`config.mk`:
```
export PLATFORM = sky130hd
export DESIGN_NAME = coax_tx
export DESIGN_NICKNAME = d
export VERILOG_FILES = /design/src/rtl/coax_tx.sv
export SDC_FILE = /design/constraint.sdc
export NUM_CORES = 1
export LEC_CHECK = 0
export BUFFER_PORTS_ARGS = -buffer_cell sky130_fd_sc_hd__buf_2
export CORE_MARGIN = 3
export CORE_UTILIZATION = 35
export CTS_CLUSTER_SIZE = 40
export DETAILED_ROUTE_END_ITERATION = 8
export PLACE_DENSITY_LB_ADDON = 0.12
export SETUP_SLACK_MARGIN = 0.3
export SYNTH_ARGS = -nofsm -noshare
export SYNTH_HDL_FRONTEND = slang
export SYNTH_SLANG_ARGS = --single-unit
```
`constraint.sdc`:
```
create_clock -name clk -period 4.7 [get_ports clk]
set_clock_uncertainty 0.2 [all_clocks]
set_input_delay 0.705 -clock clk [delete_from_list [all_inputs] [get_ports clk]]
set_output_delay 0.705 -clock clk [all_outputs]
set_load 0.005 [all_outputs]
```
`src/rtl/coax_tx.sv`:
```
// 3270 coax transmit serializer: frames 10-bit words with start/sync/parity/end
// sequences and drives biphase-encoded line outputs with a delayed pre-emphasis copy.
module coax_tx #(
    parameter int CLOCKS_PER_BIT = 8,
    parameter int DELAY_CLOCKS   = 2
) (
    input  logic       clk,
    input  logic       reset,
    input  logic [9:0] data,
    input  logic       data_valid,
    output logic       ready,
    output logic       tx_active,
    output logic       tx,
    output logic       tx_delay,
    output logic       tx_inverted
);

    localparam int PW = $clog2(CLOCKS_PER_BIT);
    localparam logic [PW-1:0] PH_LAST = PW'(CLOCKS_PER_BIT - 1);
    localparam logic [PW-1:0] PH_HALF = PW'(CLOCKS_PER_BIT / 2);
    localparam logic [PW-1:0] PH_HEND = PW'(CLOCKS_PER_BIT / 2 - 1);
    localparam logic [PW-1:0] DR_LAST = PW'(DELAY_CLOCKS - 1);

    typedef enum logic [2:0] {
        S_IDLE,
        S_START,
        S_WORD,
        S_END,
        S_DRAIN
    } state_t;

    state_t                  r_state;
    logic [PW-1:0]           r_ph;
    logic [3:0]              r_cell;
    logic [11:0]             r_shift;
    logic [9:0]              r_hold;
    logic                    r_empty;
    logic                    r_tx;
    logic                    r_active;
    logic                    r_inv;
    logic [DELAY_CLOCKS-1:0] r_dly;

    state_t        w_state;
    logic [PW-1:0] w_ph;
    logic [3:0]    w_cell;
    logic [11:0]   w_shift;
    logic          w_load;
    logic          w_bypass;
    logic          w_accept;
    logic          w_ph_last;
    logic          w_tx;

    function automatic logic [11:0] frame(input logic [9:0] d);
        return {1'b1, d, ^d};
    endfunction

    assign w_accept  = data_valid & r_empty;
    assign w_ph_last = (r_ph == PH_LAST);

    always_comb begin
        w_state  = r_state;
        w_ph     = r_ph;
        w_cell   = r_cell;
        w_shift  = r_shift;
        w_load   = 1'b0;
        w_bypass = 1'b0;
        unique case (r_state)
            S_IDLE: begin
                if (!r_empty) begin
                    w_state = S_START;
                    w_ph    = '0;
                    w_cell  = '0;
                    w_shift = frame(r_hold);
                    w_load  = 1'b1;
                end
            end
            S_START: begin
                w_ph = r_ph + 1'b1;
                if (w_ph_last) begin
                    w_ph   = '0;
                    w_cell = r_cell + 4'd1;
                    if (r_cell == 4'd7) begin
                        w_state = S_WORD;
                        w_cell  = '0;
                    end
                end
            end
            S_WORD: begin
                w_ph = r_ph + 1'b1;
                if (w_ph_last) begin
                    w_ph    = '0;
                    w_cell  = r_cell + 4'd1;
                    w_shift = {r_shift[10:0], 1'b0};
                    if (r_cell == 4'd11) begin
                        w_cell = '0;
                        // chain without a gap; a word arriving right now bypasses holding
                        if (!r_empty) begin
                            w_shift = frame(r_hold);
                            w_load  = 1'b1;
                        end else if (data_valid) begin
                            w_shift  = frame(data);
                            w_bypass = 1'b1;
                        end else begin
                            w_state = S_END;
                        end
                    end
                end
            end
            S_END: begin
                w_ph = r_ph + 1'b1;
                if (w_ph_last) begin
                    w_ph   = '0;
                    w_cell = r_cell + 4'd1;
                end
                if (r_cell == 4'd2 && r_ph == PH_HEND) begin
                    w_state = S_DRAIN;
                    w_ph    = '0;
                    w_cell  = '0;
                end
            end
            S_DRAIN: begin
                w_ph = r_ph + 1'b1;
                if (r_ph == DR_LAST) begin
                    w_state = S_IDLE;
                    w_ph    = '0;
                end
            end
            default: w_state = S_IDLE;
        endcase
    end

    // line level for the cycle the next state describes, so the pins are registered
    always_comb begin
        w_tx = 1'b0;
        unique case (w_state)
            S_START: begin
                if (w_cell < 4'd5)
                    w_tx = (w_ph >= PH_HALF);
                else
                    w_tx = (w_cell == 4'd5) ||
                           (w_cell == 4'd6 && w_ph < PH_HALF);
            end
            S_WORD:
                w_tx = w_shift[11] ? (w_ph >= PH_HALF) : (w_ph < PH_HALF);
            S_END:
                w_tx = (w_cell == 4'd0) ? (w_ph < PH_HALF) : 1'b1;
            default: w_tx = 1'b0;
        endcase
    end

    always_ff @(posedge clk or posedge reset) begin
        if (reset) begin
            r_state  <= S_IDLE;
            r_ph     <= '0;
            r_cell   <= '0;
            r_shift  <= '0;
            r_hold   <= '0;
            r_empty  <= 1'b1;
            r_tx     <= 1'b0;
            r_active <= 1'b0;
            r_inv    <= 1'b0;
        end else begin
            r_state  <= w_state;
            r_ph     <= w_ph;
            r_cell   <= w_cell;
            r_shift  <= w_shift;
            if (w_load)
                r_empty <= 1'b1;
            if (w_accept && !w_bypass) begin
                r_hold  <= data;
                r_empty <= 1'b0;
            end
            r_tx     <= w_tx;
            r_active <= (w_state != S_IDLE);
            r_inv    <= (w_state != S_IDLE) & ~w_tx;
        end
    end

    generate
        if (DELAY_CLOCKS == 1) begin : g_dly1
            always_ff @(posedge clk or posedge reset) begin
                if (reset)
                    r_dly <= '0;
                else
                    r_dly <= r_tx;
            end
        end else begin : g_dlyn
            always_ff @(posedge clk or posedge reset) begin
                if (reset)
                    r_dly <= '0;
                else
                    r_dly <= {r_dly[DELAY_CLOCKS-2:0], r_tx};
            end
        end
    endgenerate

    assign ready       = r_empty;
    assign tx_active   = r_active;
    assign tx          = r_tx;
    assign tx_delay    = r_dly[DELAY_CLOCKS-1];
    assign tx_inverted = r_inv;

endmodule
```
==> out/results.tsv <==
metric	value	unit
status	finished clean	
p_sw	173	µW
hold_buffers	0	
dieArea	8230	µm²
ys_warn_count	0	
gp_congestion	0.796	
endpoint_kind	flop	
synth_top_area_share	36.8	%
fin_area	2770	µm²
r2r_end	tx_inverted	
rsz0062_at_grt	no	
max_slew_margin	53.3	%
routed_wl	5.92	mm
slew_violations	0	
antenna_found_initial	0	
p_per_area	243	nW/µm²
cts_resized	0	
met1_length	2.90	mm
drcViolationCount	0	
internal-power	502	µW
cts_max_level	2	
pre_cts_ws	1.94	ns
synth_cells	262	
die_x	90.7	µm
synth_seq_cells	38	
yosysTopAreaCell	dfrtp_1	
cts_tree	built	
synth_nets	283	
slowest_stage	and4bb_1	
cts_setup_buffers	0	
drt_first_pass_iters	4	
path_class	flop to flop	
layout_min_cycle_time	2.82	ns
synth_area_leaders	dfrtp_1 37%, xnor2_1 6.3%, a21oi_1 5.8%, mux2_2 4.9%, ha_1 4.0%	
wl_met2	2.85	mm
worstHoldStart	r_dly[0]	
viasPerCell	5.39	
critPathBufInv	0	
worstSkewPairLatency	0.29	ns
numPortBuffers	17	
vias	2017	
p_seq_share	51.9	%
hold_viol	0	
finalSetupViolCount	0	
synth_area_per_cell	9.59	µm²
post_drt_wl_per_cell	15.8	µm
holdPathStages	0	
switching_share	25.6	%
first_global_vias	1964	
synthTopCellsByCount	37 x dfrtp_1, 29 x a21oi_1, 18 x xnor2_1	
ys_seq_area_share	37.9	%
pin_count	18	
yosysMostFrequentCell	dfrtp_1	
grt_max_degree	39	
wl_met3	126	µm
r2r_cells	8	
die_y	90.7	µm
fin_setup_tns	0	ns
core_region_area	6870	µm²
hold_path_end	r_dly[1]	
cp_max_fo	10	
hold_path.class	flop to flop	
cts_sinks	38	
synth.distinct_cells	66	
cts_buffers	5	
irDropWorstVdd	0.136	mV
clkTransAtPathRegs	0.08	ns
synth-edff-count	0	
diodes	0	
worst-endpoint-arrival	2.85	ns
rows	30	
max_freq	354	MHz
leakagePower	1.07	nW
drtIter0Drc	108	
area_growth	10.2	%
slowest_delay	0.44	ns
hpwlAfterDp	4.19	mm
dpl_cell_area	2680	µm²
grt_pass1_wl	9.93	mm
initial_utilization	36.6	%
cp_top_family	simple AND/OR/NAND/NOR gates	
tightest_slew	0.696	ns
setup_slack	1.88	ns
crit_required	4.73	ns
drv_cap	0	
comb_power_share	12.9	%
routed.top_layer	met4	
crit_chain	ha_1 -> ha_1 -> and4bb_1 -> nand2_1 -> o211ai_1 -> nor4b_1 -> and3_1 -> o211a_1	
rrSetupSlack	1.88	ns
cts_root_buf	clkbuf_8	
path_common_cell	ha_1	
netlist_area	2510	µm²
pwr-share-clk	35.2	%
cts_buffer_depth	2	
synth_top_flop_cell	dfrtp_1	
finalNetCount	298	
critPathLaunchType	flop	
layout-drive-gt1-share	19.8	%
postRouteAntennaNets	0	
grt-ovfl-total	0	
ys_async_sr_fraction	100	%
grtUsageTotal	14.8	%
fin_crit_sh	60.1	%
[sequential cells by signal, summed over array words and instances, names as in the netlist, named ones only]
register	count
r_ph	1
tx_active	1
r_shift	12
tx	1
r_cell	4
r_dly	2
r_hold	10
ready	1
r_state	3
tx_inverted	1
[cell usage in the layout, fill, tap and decap left out, types with 9 or more instances in the layout]
cell / count
nand3_1: 9
inv_1: 10
a21oi_1: 29
o21ai_0: 14
nor2_1: 10
nand2_1: 14
buf_2: 17
nand2b_1: 10
o22ai_1: 14
mux2_2: 11
xnor2_1: 18
dfrtp_1: 37
[worst max path at each step]
stage / slack, ns / to / start / cells past startpoint
after floorplan: 2.24 / tx / flop / 11
after global placement: 1.90 / tx_inverted / flop / 8
after detailed placement: 1.94 / tx_inverted / flop / 8
after CTS: 1.90 / tx_inverted / flop / 8
after global routing: 1.67 / tx_inverted / flop / 8
final: 1.88 / tx_inverted / flop / 8
[power groups by stage]
stage / Combinational [mW] / Sequential, mW / Clock [mW]
floorplan: 0.0679 / 0.352 / 0
global placement: 0.0864 / 0.356 / 0
detailed placement: 0.0874 / 0.356 / 0
CTS: 0.0877 / 0.350 / 0.246
global route: 0.0955 / 0.352 / 0.260
finish: 0.0869 / 0.350 / 0.237
[cell families (layout without fill, tap and decap cells)]
| logic type | Yosys count | after routing | synth area share, % |
|---|---|---|---|
| compound gates | 84 | 84 | 21.7 |
| simple gates | 75 | 75 | 19.1 |
| flops | 38 | 38 | 37.9 |
| buf+inv | 22 | 38 | 3.83 |
| xor+xnor | 20 | 20 | 6.97 |
| mux | 15 | 15 | 6.52 |
| fa+ha+maj | 8 | 8 | 3.98 |
[per-layer routing]
| layer | GRT usage, % | vias to the layer above |
|---|---|---|
| met3 | 2.58 | 5 |
| met2 | 24.7 | 25 |
| met1 | 20.1 | 995 |
| met5 | 0 | - |
| met4 | 3.06 | 0 |
| li1 | - | 992 |
[area by class of cell]
| class | instances | area, µm² |
|---|---|---|
| tap | 96 | 120 |
| timing repair buffer | 19 | 100 |
| clock buffer | 7 | 86.3 |
| clock inverter | 1 | 5.00 |
| inverter | 11 | 41.3 |
| multi-input combinational | 202 | 1470 |
| sequential | 38 | 952 |
| fill | 698 | 4100 |
[stage by stage]
step | instances | power [mW] | utilization, % | hold slack [ns]
floorplan | 262 | 0.420 | - | 0.131
finish | 374 | 0.674 | 40.3 | 0.158
detailed placement | 366 | 0.443 | 39.0 | 0.143
CTS | 374 | 0.683 | 40.3 | 0.161
global placement | 366 | 0.443 | 39.0 | 0.135
global route | 374 | 0.707 | 40.3 | 0.163
Power figures use the tool's default switching activity.
